[src/rtl/life_step_engine.sv]
`default_nettype none
// ============================================================================
//  Module      : life_step_engine
//  Description : Computes one Conway's Life generation over a COLS x ROWS
//                single-bit cell grid. The current generation is read from a
//                source grid RAM with a 1-cycle registered read port. The next
//                generation is written to a destination grid RAM, one cell
//                per 11 cycles: 9 neighbour fetches, 1 drain and 1 write.
//                One start pulse accepted in IDLE produces one generation.
//
//  Ports       : clk_74a     in   sole clock, rising edge
//                reset       in   synchronous, active-high
//                start       in   request one generation (IDLE only)
//                busy        out  high while a generation is in progress
//                done        out  one-cycle pulse after the final cell write
//                gen_count   out  completed generations since reset (wraps)
//                src_addr    out  source RAM read address
//                src_rd_data in   source RAM data, valid one cycle after addr
//                dst_wr_en   out  destination RAM write strobe
//                dst_addr    out  destination RAM write address
//                dst_data    out  next-generation cell value
//
//  Build option: LIFE_WRAP_EN defined   -> toroidal grid
//                LIFE_WRAP_EN undefined -> dead border; out-of-range
//                neighbour slots present the centre address and are masked
//
//  Revision    : 1.0  initial release
// ============================================================================
module life_step_engine #(
    parameter int COLS       = 40,
    parameter int ROWS       = 30,
    parameter int ADDR_WIDTH = 11
) (
    input  logic                  clk_74a,
    input  logic                  reset,
    input  logic                  start,
    output logic                  busy,
    output logic                  done,
    output logic [15:0]           gen_count,
    output logic [ADDR_WIDTH-1:0] src_addr,
    input  logic                  src_rd_data,
    output logic                  dst_wr_en,
    output logic [ADDR_WIDTH-1:0] dst_addr,
    output logic                  dst_data
);

    localparam int c_row_w = (ROWS > 1) ? $clog2(ROWS) : 1;
    localparam int c_col_w = (COLS > 1) ? $clog2(COLS) : 1;

    localparam logic [c_row_w-1:0]    c_last_row = c_row_w'(ROWS - 1);
    localparam logic [c_col_w-1:0]    c_last_col = c_col_w'(COLS - 1);
    localparam logic [ADDR_WIDTH-1:0] c_cols     = ADDR_WIDTH'(COLS);

`ifdef LIFE_WRAP_EN
    localparam logic c_wrap = 1'b1;
`else
    localparam logic c_wrap = 1'b0;
`endif

    // The column/row advance is folded into the WRITE cycle, so no separate
    // ADVANCE encoding is ever entered.
    typedef enum logic [2:0] {
        S_IDLE   = 3'd0,
        S_FETCH  = 3'd1,
        S_DRAIN  = 3'd2,
        S_WRITE  = 3'd3,
        S_FINISH = 3'd5
    } state_t;

    state_t               r_state;
    logic [c_row_w-1:0]   r_row;
    logic [c_col_w-1:0]   r_col;
    logic [3:0]           r_k;
    logic [3:0]           r_n;
    logic                 r_alive;
    // Slot descriptors travel alongside the read request: r_req_* describe the
    // address presented this cycle, r_rsp_* describe the data returning now.
    logic                 r_req_cnt;
    logic                 r_req_ctr;
    logic                 r_rsp_cnt;
    logic                 r_rsp_ctr;

    logic [c_row_w-1:0]    w_base_row;
    logic [c_col_w-1:0]    w_base_col;
    logic [3:0]            w_slot;
    logic [1:0]            w_dr;
    logic [1:0]            w_dc;
    logic [c_row_w-1:0]    w_nr;
    logic [c_col_w-1:0]    w_nc;
    logic                  w_row_ok;
    logic                  w_col_ok;
    logic                  w_slot_valid;
    logic [ADDR_WIDTH-1:0] w_nbr_addr;
    logic [ADDR_WIDTH-1:0] w_cell_addr;
    logic [c_row_w-1:0]    w_next_row;
    logic [c_col_w-1:0]    w_next_col;
    logic                  w_last_cell;
    logic [3:0]            w_n_final;

    // Next cell position in row-major order
    always_comb begin
        w_last_cell = (r_row == c_last_row) && (r_col == c_last_col);
        if (r_col == c_last_col) begin
            w_next_col = '0;
            w_next_row = r_row + c_row_w'(1);
        end else begin
            w_next_col = r_col + c_col_w'(1);
            w_next_row = r_row;
        end
    end

    // Neighbour address generator. Selects the cell and slot for the address
    // that will be presented in the following cycle.
    always_comb begin
        w_base_row = r_row;
        w_base_col = r_col;
        w_slot     = r_k + 4'd1;
        case (r_state)
            S_IDLE: begin
                w_base_row = '0;
                w_base_col = '0;
                w_slot     = 4'd0;
            end
            S_WRITE: begin
                w_base_row = w_next_row;
                w_base_col = w_next_col;
                w_slot     = 4'd0;
            end
            default: ;
        endcase

        // dr = slot/3 - 1, dc = slot%3 - 1, encoded as 0,1,2 for -1,0,+1
        case (w_slot)
            4'd0:    begin w_dr = 2'd0; w_dc = 2'd0; end
            4'd1:    begin w_dr = 2'd0; w_dc = 2'd1; end
            4'd2:    begin w_dr = 2'd0; w_dc = 2'd2; end
            4'd3:    begin w_dr = 2'd1; w_dc = 2'd0; end
            4'd4:    begin w_dr = 2'd1; w_dc = 2'd1; end
            4'd5:    begin w_dr = 2'd1; w_dc = 2'd2; end
            4'd6:    begin w_dr = 2'd2; w_dc = 2'd0; end
            4'd7:    begin w_dr = 2'd2; w_dc = 2'd1; end
            default: begin w_dr = 2'd2; w_dc = 2'd2; end
        endcase

        w_nr     = w_base_row;
        w_row_ok = 1'b1;
        case (w_dr)
            2'd0: begin
                if (w_base_row == '0) begin
                    w_nr     = c_last_row;
                    w_row_ok = c_wrap;
                end else begin
                    w_nr = w_base_row - c_row_w'(1);
                end
            end
            2'd2: begin
                if (w_base_row == c_last_row) begin
                    w_nr     = '0;
                    w_row_ok = c_wrap;
                end else begin
                    w_nr = w_base_row + c_row_w'(1);
                end
            end
            default: ;
        endcase

        w_nc     = w_base_col;
        w_col_ok = 1'b1;
        case (w_dc)
            2'd0: begin
                if (w_base_col == '0) begin
                    w_nc     = c_last_col;
                    w_col_ok = c_wrap;
                end else begin
                    w_nc = w_base_col - c_col_w'(1);
                end
            end
            2'd2: begin
                if (w_base_col == c_last_col) begin
                    w_nc     = '0;
                    w_col_ok = c_wrap;
                end else begin
                    w_nc = w_base_col + c_col_w'(1);
                end
            end
            default: ;
        endcase

        // Off-grid slots (dead border) read the centre cell; the data is
        // discarded through the slot descriptor.
        w_slot_valid = w_row_ok && w_col_ok;
        if (!w_slot_valid) begin
            w_nr = w_base_row;
            w_nc = w_base_col;
        end

        w_nbr_addr  = ADDR_WIDTH'(w_nr) * c_cols + ADDR_WIDTH'(w_nc);
        w_cell_addr = ADDR_WIDTH'(r_row) * c_cols + ADDR_WIDTH'(r_col);
    end

    // Neighbour total including the slot-8 data that returns during DRAIN
    always_comb begin
        w_n_final = r_n + {3'b000, r_rsp_cnt & src_rd_data};
    end

    always_ff @(posedge clk_74a) begin
        if (reset) begin
            r_state   <= S_IDLE;
            r_row     <= '0;
            r_col     <= '0;
            r_k       <= 4'd0;
            r_n       <= 4'd0;
            r_alive   <= 1'b0;
            r_req_cnt <= 1'b0;
            r_req_ctr <= 1'b0;
            r_rsp_cnt <= 1'b0;
            r_rsp_ctr <= 1'b0;
            busy      <= 1'b0;
            done      <= 1'b0;
            gen_count <= 16'd0;
            src_addr  <= '0;
            dst_wr_en <= 1'b0;
            dst_addr  <= '0;
            dst_data  <= 1'b0;
        end else begin
            done      <= 1'b0;
            dst_wr_en <= 1'b0;
            r_rsp_cnt <= r_req_cnt;
            r_rsp_ctr <= r_req_ctr;

            if (r_rsp_cnt && src_rd_data) begin
                r_n <= r_n + 4'd1;
            end
            if (r_rsp_ctr) begin
                r_alive <= src_rd_data;
            end

            case (r_state)
                S_IDLE: begin
                    r_req_cnt <= 1'b0;
                    r_req_ctr <= 1'b0;
                    if (start) begin
                        r_state   <= S_FETCH;
                        r_row     <= '0;
                        r_col     <= '0;
                        r_k       <= 4'd0;
                        r_n       <= 4'd0;
                        busy      <= 1'b1;
                        src_addr  <= w_nbr_addr;
                        r_req_cnt <= w_slot_valid;
                        r_req_ctr <= 1'b0;
                    end
                end

                S_FETCH: begin
                    if (r_k == 4'd8) begin
                        r_state   <= S_DRAIN;
                        r_req_cnt <= 1'b0;
                        r_req_ctr <= 1'b0;
                    end else begin
                        r_k       <= r_k + 4'd1;
                        src_addr  <= w_nbr_addr;
                        r_req_cnt <= w_slot_valid && (w_slot != 4'd4);
                        r_req_ctr <= (w_slot == 4'd4);
                    end
                end

                S_DRAIN: begin
                    r_state   <= S_WRITE;
                    dst_wr_en <= 1'b1;
                    dst_addr  <= w_cell_addr;
                    dst_data  <= (w_n_final == 4'd3) ||
                                 (r_alive && (w_n_final == 4'd2));
                end

                // Write cycle also advances to the next cell
                S_WRITE: begin
                    if (w_last_cell) begin
                        r_state   <= S_FINISH;
                        busy      <= 1'b0;
                        done      <= 1'b1;
                        gen_count <= gen_count + 16'd1;
                    end else begin
                        r_state   <= S_FETCH;
                        r_row     <= w_next_row;
                        r_col     <= w_next_col;
                        r_k       <= 4'd0;
                        r_n       <= 4'd0;
                        src_addr  <= w_nbr_addr;
                        r_req_cnt <= w_slot_valid;
                        r_req_ctr <= 1'b0;
                    end
                end

                S_FINISH: begin
                    r_state <= S_IDLE;
                end

                default: begin
                    r_state <= S_IDLE;
                    busy    <= 1'b0;
                end
            endcase
        end
    end

endmodule
`default_nettype wire

[config.mk]
export PLATFORM = sky130hd
export DESIGN_NAME = life_step_engine
export DESIGN_NICKNAME = d
export VERILOG_FILES = /design/src/rtl/life_step_engine.sv
export SDC_FILE = /design/constraint.sdc
export NUM_CORES = 1
export LEC_CHECK = 0
export CAP_MARGIN = 20
export CORE_MARGIN = 2
export CORE_UTILIZATION = 50
export CTS_CLUSTER_DIAMETER = 120
export DETAILED_ROUTE_END_ITERATION = 12
export PLACE_DENSITY = 0.71
export SLEW_MARGIN = 5
export SYNTH_ARGS = -nofsm -noshare
export SYNTH_HDL_FRONTEND = slang
export SYNTH_SLANG_ARGS = --single-unit
[constraint.sdc]
create_clock -name clk_74a -period 11.6 [get_ports clk_74a]
set_input_delay 2.9 -clock clk_74a [delete_from_list [all_inputs] [get_ports clk_74a]]
set_output_delay 2.9 -clock clk_74a [all_outputs]
set_load 0.005 [all_outputs]
* Word-level counts from Yosys, hierarchy flattened
Memories as Yosys holds them, arrays and structs flattened.
Cells that the tools add are included.
** Storage, ports and cells
- Register bits after elaboration :: 69
- Memory bits (read-only) :: 32
- Input port bits :: 4
- Memories :: 1
** Operators by class
- $add $sub $neg :: 12
- Multipliers :: 2
- Equal/unequal tests :: 20
- Mux-type cells :: 54
- Bitwise logic cells :: 3
- Reductions and logical operators :: 22
** Memory list
- (name not given) :: words 8, bits a word 4, read ports 1, clocked after Yosys merged registers in 0, write ports 0, RTL line 133 : case (w_slot)
** Operators by type and width (number)
- $mux 6 :: 6
- $pmux 6 s2 :: 3
- $mux 11 :: 3
- $pmux 11 s3 :: 1
- $mux 4 :: 8
- $mux 5 :: 6
- $pmux 5 s2 :: 3
- $add 11x6->11 :: 2
- $add 16x1->16 const B :: 1
- $mul 5x3->8 const B :: 2
- $mux 1 :: 13
- $add 6x1->6 const B :: 2
- $eq 6x6->1 const B :: 2
- $pmux 3 s4 :: 1
- $pmux 4 s3 :: 1
- $add 5x1->5 const B :: 2
- $eq 5x5->1 const B :: 2
- $ne 2x2->1 const B :: 5
- $mux 3 :: 3
- $pmux 1 s3 :: 3
- $add 4x1->4 const B :: 2
- $eq 4x2->1 const B :: 2
- $pmux 4 s2 :: 1
- $eq 3x2->1 const B :: 2
- other kinds (25) :: 37

* Logic depth before layout (Yosys ltp)
Gate-level depths: netlist (run 1).
An unclocked memory read counts as a cell.
- Depth after elaboration :: 13
- Gate-level depth with buffers :: 25

* Least setup slack after synthesis (run 1)
Ideal clock, no wire load.
- Path kind :: reg2reg
- Start point :: reg r_col[0]
- End point :: reg src_addr[10]
- Library setup time :: 0.103 ns
- Data arrival time :: 5.018 ns
- Required time :: 11.497 ns
- Path slack :: 6.478 ns
- Cell stages (with the launch flop) :: 22
- Path buffers :: 1
- Period minus slack after synthesis :: 5.122 ns
- Cells stage by stage :: dfxtp_1 > ha_1 > buf_2 > nand4b_1 > o21ai_0 > nand2_1 > a21oi_1 > inv_1 > ha_1 > a41oi_1 > o211a_1 > nor2_1 > a21oi_1 > ha_1 > ha_1 > inv_1 > fa_1 > nor3b_1 > a31oi_1 > o211ai_1 > a21oi_1 > a2111oi_2
** On the way
- Word-level cells in the longest chain between the ends :: 12
** Ends and longest elaborated chain
- start, declared :: RTL line 72 : logic [c_col_w-1:0] r_col;
- start signal, assigned :: RTL line 286 : r_col <= w_next_col;
- $add 6x1->6 or $eq 6x6->1 (tied branches) :: RTL line 107, 102, 103
- $mux 6 or $mux 5 (tied branches) :: RTL line 103 : if (r_col == c_last_col) begin
- $pmux 6 s2 or $pmux 5 s2 (tied branches) :: RTL line 118 : case (r_state)
- $eq 6x6->1 (tied with other cells) :: RTL line 179 : if (w_base_col == c_last_col) begin
- $mux 1 (on tied branches)
- $pmux 1 s2 (on tied branches) :: RTL line 169, 147
- $logic_and 1x1->1 :: RTL line 191 : w_slot_valid = w_row_ok && w_col_ok;
- $mux 5 :: RTL line 192 : if (!w_slot_valid) begin
- $mul 5x3->8 :: RTL line 197 : w_nbr_addr = ADDR_WIDTH'(w_nr) * c_cols + ADDR_WIDTH'(w_nc);
- $add 11x6->11 :: RTL line 197
- $mux 11 (on tied branches) :: RTL line 278, 242, 256
- $pmux 11 s3 :: RTL line 238 : case (r_state)
- end signal, assigned :: RTL line 249 : src_addr <= w_nbr_addr;
- end signal, assigned :: RTL line 262 : src_addr <= w_nbr_addr;
- end signal, assigned :: RTL line 289 : src_addr <= w_nbr_addr;
- end, declared :: RTL line 40 : output logic [ADDR_WIDTH-1:0] src_addr,
Parallel ways exist; a longest one is shown, timed or not. The select of a mux whose other input is x is not followed.
A chain may end at the register's enable or synchronous reset.

* Worst setup path after layout (run 1)
Ends and elaborated chain as after synthesis.

==> metrics.md, run 1 <==
| Metric | Value |
|---|---|
| Ys async rst share | 0% |
| Initial antenna violation count | 0 |
| Clock tree buffer depth | 2 |
| Ranking of synthesized cells by area | dfxtp_1 29%, ha_1 9.6%, a21oi_1 5.5% |
| Max Slew Vio Count | 0 |
| FF+latch count, synth | 69 |
| Post-Syn Instances | 607 |
| Yosys top cell by area | dfxtp_1 |
| Row count | 35 |
| CP Buf/Inv Count | 2 |
| FF-to-FF setup slack | 5.59 ns |
| Postcts setup bufs | 0 |
| Setup Skew | 0.0131 ns |
| Core area | 0.00928 mm2 |
| Post-route setup slack | 5.59 ns |
| Vias in the first global route | 4027 |
| Worst skew pair latency | 0.36 ns |
| Final worst path period share | 51.8% |
| Post-synthesis mux area share | 1.04% |
| Synth cell count leaders | 70 x nor2_1, 69 x dfxtp_1, 66 x nand2_1 |
| First-pass GRT wire length | 18700 um |
| Post-DP HPWL | 8290 um |
| Sequence of cells on the critical path | ha_1, nand4b_1, o21ai_0, nand2_1, a21oi_1, inv_1, ha_1, a41oi_1, o211a_1, nor2_1, a21oi_1, ha_1, ha_1, inv_1, fa_1, nor3b_1, a31oi_1, o211ai_1, a21oi_1, a2111oi_2 |
| Drt first pass iters | 5 |
| Fin cells | 770 |
| Final setup TNS | 0 ns |
| Critical path startpoint category | register |
| Synth top area share | 28.8% |
| Critical path's slowest cell | a21oi_1 |
| Drt wl/cell | 14.7 um |
| Relative slew slack | 39.1% |
| Total Wirelength | 11300 um |
| Largest family of logic cells by synthesized area | simple AND/OR/NAND/NOR gates |
| Slew @ Worst Pin | 0.909 ns |
| Largest net degree at the start of global routing | 67 |
| Synth Area per Inst | 7.91 um2 |
| Critical path endpoint category | register |
| IO Port Bufs | 45 |
| Critical Path Max Stage Delay | 0.55 ns |
| Hold buffers post-CTS | 0 |
| Initial Utilization | 51.7% |
| Crit-path most repeated cell | ha_1 |
| Ys Warns | 0 |
| Critical Setup Path Class | reg2reg |
| Adder-cell share of the synthesized area | 11.3% |
| Root Buffer | clkbuf_8 |
| Placer Congestion | 1.01 |
| Delay-heaviest family, CP | compound AO/OA/AOI/OAI gates |
| Post-synth cell types | 73 |
| IO Pins | 46 |
| Total CTS buffers | 9 |
| Leakage | 0.00214 uW |
| Worst hold path type | reg2reg |
| Die Height | 102 um |
| Die ar. | 0.0104 mm2 |
| Dpl ws | 5.67 ns |
| CTS tree | yes |
| Via count | 4420 |
| Syn Nets | 652 |
| Post-cts sizing count | 0 |
| Peak Freq | 166 MHz |
| Compound-Gate Fraction of Synth Area | 21.2% |
| Synth Area in Simple Gates | 26.0% |
| Vias per cell | 5.74 |
| Overall routing resource usage | 22.3% |
| Number of enable flip-flop cells after synthesis | 0 |
| Post-synthesis xor/xnor area fraction | 6.56% |
| Power Density | 88.9 mW/mm2 |
| Die width | 102 um |
| H-tree Lvls | 3 |
| Initial DRC count | 184 |
| Grt ovf | 0 |
| Inst Count DP | 754 |
| Setup violators final | 0 |
| Final net count | 681 |
| Count leader, synth | nor2_1 |
| Max-Cap Viols | 0 |
| Req. time, crit path | 11.86 ns |
| Share of post-route cells with drive strength above 1 | 5.93% |
| Area of the mapped netlist | 0.00480 mm2 |
| CTS clk-pin slew, worst paths | 0.09 ns |
| Main synth FF type | dfxtp_1 |
| Seq/Total Area, Yosys | 28.8% |
| Fin. Hold Viols | 0 |
| RSZ-0062 raised after global routing | no |
| Final min period | 6.01 ns |
| Worst Path Arrival | 6.28 ns |
| Detail Route Antenna Nets | 0 |
| Power Total | 488 uW |
| Ant. Diodes | 0 |
| Peak supply drop | 0.0648 mV |
| Status | finished, final reports clean |
| Critical path peak fanout | 10 |
| Area growth, synth to finish | 14.4% |
| DRC | 0 |
| # clock sinks | 69 |
## state kept, by name (all words and copies together), names as in the netlist
signal / cells
r_req_cnt: 1
busy: 1
src_addr: 11
r_row: 5
dst_addr: 11
r_req_ctr: 1
r_rsp_cnt: 1
r_col: 6
r_k: 4
done: 1
r_alive: 1
r_n: 4
r_state: 3
dst_wr_en: 1
r_rsp_ctr: 1
gen_count: 16
dst_data: 1
## worst paths after layout
check / cells after the start / endpoint / start
max: 20 / src_addr[10] / r_col[0]
min: 2 / src_addr[6] / src_addr[6]
min reg2reg: 2 / src_addr[6] / src_addr[6]
max reg2reg: 20 / src_addr[10] / r_col[0]
## layout by cell type (no fill, tap or decap), types with 10 or more instances in the layout
master	n
nor2_1	70
dfxtp_1	69
nand2_1	66
a21oi_1	53
clkdlybuf4s50_1	44
ha_1	37
inv_1	26
o21ai_0	26
xor2_1	22
nand3_1	18
xnor2_1	14
nor3_1	13
nor2b_1	12
nand4_1	10
clkbuf_8	10
## final cells by class
cell class                      instances  area [um2]
Fill cell                             848        3790
Multi-Input combinational cell        481        3180
Sequential cell                        69        1380
Timing Repair Buffer                   48         468
Tap cell                              129         161
Clock buffer                           10         138
Inverter                               27         101
Clock inverter                          6        70.1
## power breakdown
group / total (uW) / switching [uW] / internal [uW]
logic: 38.3 / 24.2 / 14.1
clock network: 209 / 102 / 107
registers: 241 / 2.46 / 239
## cell families after synthesis
family                     Yosys count
and+or+nand+nor                    246
AOI/OAI and AO/OA                  153
DFF                                 69
buffers and inverters               57
adders and majority gates           41
xor gates and xnor gates            36
muxes                                5
## tightest hold or removal path: cells and delay by family (launching register included)
family / cells / cell delay [ns]
AO/OA/AOI/OAI: 1 / 0.05
AND/OR/NAND/NOR: 1 / 0.05
flip-flops: 1 / 0.32
## through the flow
| stage | hold WS [ns] | cell area [um2] | util, % |
|---|---|---|---|
| CTS | 0.458 | 5500 | 59.2 |
| global route | 0.479 | 5500 | 59.2 |
| global placement | 0.439 | 5290 | 57.0 |
| finish | 0.457 | 5500 | 59.2 |
| floorplan | 0.432 | 4800 | - |
| detailed placement | 0.447 | 5290 | 57.0 |
## metal layers
layer  track usage [%]  wire, um  share of wire, %  up-vias
met2              36.1      5170                46      112
met1              30.0      5430                48     2068
li1                  -         -                 -     2221
met4              8.41       197               1.7        0
met5                 0         0                 0        -
met3              3.49       497               4.4       19
Power figures use the tool's default switching activity.
==> run 2, diff against run 1 <==
==> constraint.sdc (replaced) <==
create_clock -name clk_74a -period 5.7 [get_ports clk_74a]
set_input_delay 1.425 -clock clk_74a [delete_from_list [all_inputs] [get_ports clk_74a]]
set_output_delay 1.425 -clock clk_74a [all_outputs]
set_load 0.005 [all_outputs]
==> run 2 against run 1 <==
Net effect:
- critical path depth rose by 2
- cell count rose by 1.7%
- global-route usage rose by 0.73 points
- combinational power rose by 120%
- clock skew fell by 0.0035 ns
- clock power rose by 120%
- largest power group unchanged
==> metrics.md, run 2 (synthesis results as in run 1) <==
| Metric | Value |
|---|---|
| Req. time, crit path | 5.95 ns |
| IO Pins | 46 |
| Worst reg2reg startpoint | r_state[1] |
| Worst hold path type | reg2reg |
| Power Density | 182 mW/mm2 |
| Vias in the first global route | 4085 |
| Hold path start | src_addr[7] |
| # clock sinks | 69 |
| Hold slack | 0.451 ns |
| Critical path endpoint category | register |
| Worst Path Arrival | 5.48 ns |
| Peak Freq | 191 MHz |
| Total CTS buffers | 9 |
| H-tree Lvls | 3 |
| WHS Path Cells | 2 |
| Largest reg by FF count | gen_count |
| Critical Setup Path Class | reg2reg |
| Dpl ws | 0.171 ns |
| Die ar. | 0.0104 mm2 |
| Sequence of cells on the critical path | xor2_1, or2_0, nand2_1, inv_1, ha_1, nand2b_1, o32ai_1, or2_2, nor4_4, o21ai_4, o211a_1, a31oi_1, a21oi_1, ha_1, ha_1, inv_1, fa_1, nor3b_2, a31oi_1, o211ai_1, a21oi_1, a2111oi_2 |
| IO Port Bufs | 45 |
| Via count | 4474 |
| Setup crit start | r_state[1] |
| Row count | 35 |
| Area growth, synth to finish | 17.4% |
| Total Wirelength | 11700 um |
| Status | finished, final reports clean |
| Final net count | 694 |
| Inst Count DP | 766 |
| Grt ovf | 0 |
| DRC | 0 |
| CP Buf/Inv Count | 2 |
| Leakage | 0.00221 uW |
| Share of post-route cells with drive strength above 1 | 8.41% |
| Setup Skew | 0.00969 ns |
| Final worst path period share | 91.7% |
| Largest register FFs | 16 |
| Hold buffers post-CTS | 0 |
| Worst skew pair latency | 0.35 ns |
| Critical path startpoint category | register |
| Initial antenna violation count | 0 |
| Worst r2r dst | src_addr[10] |
| Biggest regs | gen_count: 16 flops, dst_addr: 11 flops, src_addr: 11 flops |
| Vias per cell | 5.71 |
| Fin cells | 783 |
| Slew @ Worst Pin | 0.633 ns |
| First-pass GRT wire length | 19300 um |
| Drt first pass iters | 4 |
| Post-DP HPWL | 8670 um |
| Peak supply drop | 0.255 mV |
| Critical path peak fanout | 10 |
| Critical path's slowest cell | fa_1 |
| Root Buffer | clkbuf_8 |
| R2R cell count | 22 |
| Placer Congestion | 1.00 |
| CTS clk-pin slew, worst paths | 0.08 ns |
| Overall routing resource usage | 23.0% |
| Leading cell type in the layout, fill and taps excluded | nor2_1 |
| FF-to-FF setup slack | 0.47 ns |
| CTS tree | yes |
| Clock tree buffer depth | 2 |
| Max Slew Vio Count | 0 |
| Delay-heaviest family, CP | compound AO/OA/AOI/OAI gates |
| Initial Utilization | 51.7% |
| Drt wl/cell | 14.9 um |
| Hold Path End | src_addr[7] |
| Relative slew slack | 57.8% |
| Post-route setup slack | 0.475 ns |
| Setup violators final | 0 |
| Die width | 102 um |
| Critical Path Max Stage Delay | 0.46 ns |
| Final min period | 5.23 ns |
| Max-Cap Viols | 0 |
| Core Util, Final | 60.7% |
| Crit-path most repeated cell | ha_1 |
| Largest net degree at the start of global routing | 56 |
| Ant. Diodes | 0 |
| Commonest cells after routing, fill and taps aside | 70 x nor2_1, 69 x dfxtp_1, 66 x nand2_1 |
| Initial DRC count | 162 |
| Die Height | 102 um |
| Fin. Hold Viols | 0 |
| Core area | 0.00928 mm2 |
| Detail Route Antenna Nets | 0 |
-- run 2: cell type report --
| cell class | instances | area (um2) |
|---|---|---|
| Sequential cell | 69 | 1380 |
| Clock inverter | 7 | 98.8 |
| Timing Repair Buffer | 61 | 566 |
| Fill cell | 886 | 3640 |
| Tap cell | 129 | 161 |
| Inverter | 27 | 101 |
| Clock buffer | 9 | 124 |
| Multi-Input combinational cell | 481 | 3210 |
-- run 2: timing repair --
action	4_1_cts	5_1_grt
buffers inserted	0	1
setup endpoints to repair	0	3
endpoints found under the hold margin	0	0
gates resized for setup	0	6
-- run 2: how the worst max path moves through the flow --
stage	cells after the start	endpoint	slack (ns)
floorplan	21	src_addr[10]	0.58
global placement	20	src_addr[10]	0.51
detailed placement	20	src_addr[10]	0.17
CTS	20	src_addr[10]	0.12
global route	22	src_addr[10]	-0.02
finish	22	src_addr[10]	0.47
-- run 2: report_power, final --
| part | total (uW) | switching, uW | internal [uW] |
|---|---|---|---|
| clock network | 452 | 204 | 248 |
| logic | 83.9 | 52.6 | 31.3 |
| registers | 490 | 3.59 | 486 |
-- run 2: through the flow --
step / instance area [um2] / power, uW / setup TNS, ns
6_report: 5640 / 1030 / 0
5_1_grt: 5640 / 1070 / -0.0172
4_1_cts: 5600 / 1030 / 0
3_5_place_dp: 5380 / 583 / 0
3_3_place_gp: 5380 / 582 / 0
2_1_floorplan: 4800 / 558 / 0
-- run 2: worst register-to-register path, delay by kind of cell, from the launching register on --
kind,cells,cell delay (ns)
xor+xnor,1,0.34
flops,1,0.35
buf+inv,2,0.18
fa+ha+maj,4,1.14
simple gates,6,1.07
compound gates,9,2.05
-- run 2: layer usage --
layer,vias up,GRT usage [%],share of wire (%)
met3,20,3.69,3.6
met2,110,37.6,47
met5,-,0,0
li1,2253,-,-
met4,0,8.21,1.9
met1,2091,30.9,47
==> run 3, diff against run 2 <==
--- a/config.mk
+++ b/config.mk
@@ -6,9 +6,11 @@
 export NUM_CORES = 1
 export LEC_CHECK = 0
 export CAP_MARGIN = 20
+export CORE_ASPECT_RATIO = 1.1
 export CORE_MARGIN = 2
 export CORE_UTILIZATION = 50
 export CTS_CLUSTER_DIAMETER = 120
+export CTS_CLUSTER_SIZE = 10
 export DETAILED_ROUTE_END_ITERATION = 12
 export PLACE_DENSITY = 0.71
 export SLEW_MARGIN = 5
==> run 3 against run 2 <==
Net effect:
- flip-flop and latch count did not move
- combinational power rose by 2%
- highest routed layer unchanged
- critical path type unchanged
- die area barely moved
- power barely moved
- global-route usage rose by 0.43 points
- largest cell class unchanged
- setup slack got worse by 0.025 ns
==> metrics.md, run 3 (synthesis results as in run 1) <==
| Metric | Value |
|---|---|
| Status | finished, final reports clean |
| Area growth, synth to finish | 17.3% |
| Sequence of cells on the critical path | ha_1, buf_4, and4b_1, a21oi_1, buf_4, a22o_1, inv_1, ha_1, nand3_1, nor4_4, o21ai_4, o211a_1, nor2_1, a21oi_1, ha_1, ha_1, inv_1, fa_1, nor3b_2, nor2_1, o211ai_1, a21oi_1, a2111oi_2 |
| Worst Path Arrival | 5.51 ns |
| H-tree Lvls | 3 |
| Peak supply drop | 0.209 mV |
| Critical Path Max Stage Delay | 0.47 ns |
| Drt wl/cell | 15.8 um |
| Delay-heaviest family, CP | compound AO/OA/AOI/OAI gates |
| Power Density | 182 mW/mm2 |
| Footprint of the multi-input gates | 0.00321 mm2 |
| Max Slew Vio Count | 0 |
| Final min period | 5.25 ns |
| Largest net degree at the start of global routing | 60 |
| IO Pins | 46 |
| Commonest cells after routing, fill and taps aside | 70 x nor2_1, 67 x dfxtp_1, 66 x nand2_1 |
| Fin cells | 773 |
| Final net count | 696 |
| Critical path's slowest cell | fa_1 |
| Slew @ Worst Pin | 0.629 ns |
| CP Buf/Inv Count | 4 |
| CTS tree | yes |
| Vias per cell | 5.89 |
| Critical path endpoint category | register |
| Relative slew slack | 58.0% |
| Inst Count DP | 754 |
| FILL cells | 872 |
| Max-Cap Viols | 0 |
| Die width | 97.5 um |
| Placer Congestion | 0.871 |
| Storage cell area | 0.00138 mm2 |
| Die ar. | 0.0104 mm2 |
| IO Port Bufs | 45 |
| Via count | 4554 |
| Final worst path period share | 92.1% |
| Peak Freq | 190 MHz |
| Largest reg by FF count | gen_count |
| Post-Layout Inst Area | 0.00564 mm2 |
| CTS clk-pin slew, worst paths | 0.08 ns |
| Initial DRC count | 380 |
| Initial antenna violation count | 0 |
| Root Buffer | clkbuf_8 |
| Worst hold path type | reg2reg |
| RSZ-0062 raised after global routing | no |
| Vias in the first global route | 4228 |
| Core area | 0.00935 mm2 |
| Setup violators final | 0 |
| Biggest regs | gen_count: 16 flops, dst_addr: 11 flops, src_addr: 11 flops |
| Crit-path most repeated cell | ha_1 |
| Largest register FFs | 16 |
| Placed cell areas | 0.00536 mm2 |
| Grt ovf | 0 |
| Hold buffers post-CTS | 0 |
| Total CTS buffers | 9 |
| Leading cell type in the layout, fill and taps excluded | nor2_1 |
| Drt first pass iters | 5 |
| DRC | 0 |
| Critical path startpoint category | register |
| Req. time, crit path | 5.96 ns |
| Final setup TNS | 0 ns |
| Row count | 37 |
| Leakage | 0.00222 uW |
| Worst skew pair latency | 0.36 ns |
| Clock tree buffer depth | 2 |
| Total Wirelength | 12200 um |
| Share of post-route cells with drive strength above 1 | 8.69% |
| Post-DP HPWL | 8930 um |
| Setup Skew | 0.0117 ns |
| Overall routing resource usage | 23.5% |
| Detail Route Antenna Nets | 0 |
| First-pass GRT wire length | 20200 um |
| Ant. Diodes | 0 |
| Critical Setup Path Class | reg2reg |
| Initial Utilization | 51.4% |
| # clock sinks | 69 |
| Critical path peak fanout | 10 |
| Die Height | 107 um |
| Fin. Hold Viols | 0 |
[run 3: changes by cell type in the layout (fill, tap and decap cells not counted), moves of 2 or more]
cell,before,now
clkbuf_1,0,2
dfxtp_2,0,2
dfxtp_1,69,67
buf_4,16,18
[run 3: per-layer routing]
layer	global-route usage [%]	vias to the layer above	wire length (um)
li1	-	2251	-
met1	30.6	2160	5570
met2	39.3	121	5820
met3	3.65	22	551
met4	8.93	0	256
met5	0	-	0
[run 3: cell type report]
class | count | share of cell area (%)
multi-input combinational | 481 | 56.9
sequential | 69 | 24.6
timing repair buffer | 63 | 10.3
tap | 117 | 2.60
clock buffer | 11 | 2.33
inverter | 27 | 1.80
clock inverter | 5 | 1.51
[run 3: final timing paths]
| path | start | to | slack, ns | cells past startpoint |
|---|---|---|---|---|
| setup reg to reg | r_col[0] | src_addr[10] | 0.45 | 23 |
| hold / removal | dst_addr[1] | dst_addr[1] | 0.45 | 2 |
| setup / recovery | r_col[0] | src_addr[10] | 0.45 | 23 |
| hold reg to reg | dst_addr[1] | dst_addr[1] | 0.45 | 2 |
[run 3: repair_timing]
action / in CTS / in global routing
gates resized for setup: 0 / 8
setup buffers: 0 / 2
endpoints found under the setup margin: 0 / 3
[run 3: tightest hold or removal path: cells and delay by family (launching register included)]
family	cells	cell delay, ns
AOI/OAI and AO/OA	1	0.05
DFF	1	0.31
and+or+nand+nor	1	0.05
[run 3: per-stage QoR]
| step | total power [uW] | hold slack, ns | utilization (%) | setup slack [ns] |
|---|---|---|---|---|
| after global routing | 1060 | 0.483 | 60.3 | 0.0674 |
| final | 1030 | 0.454 | 60.3 | 0.449 |
| after global placement | 581 | 0.440 | 57.4 | 0.404 |
| after detailed placement | 582 | 0.446 | 57.4 | 0.0564 |
| after floorplan | 558 | 0.432 | - | 0.578 |
| after CTS | 1030 | 0.457 | 59.7 | 0.0212 |
[run 3: power by group]
| part | total, uW | leakage [uW] | switching [uW] | internal [uW] |
|---|---|---|---|---|
| Sequential | 490 | 0.000558 | 3.65 | 486 |
| Clock | 449 | 0.000104 | 201 | 248 |
| Combinational | 85.9 | 0.00156 | 53.8 | 32.1 |
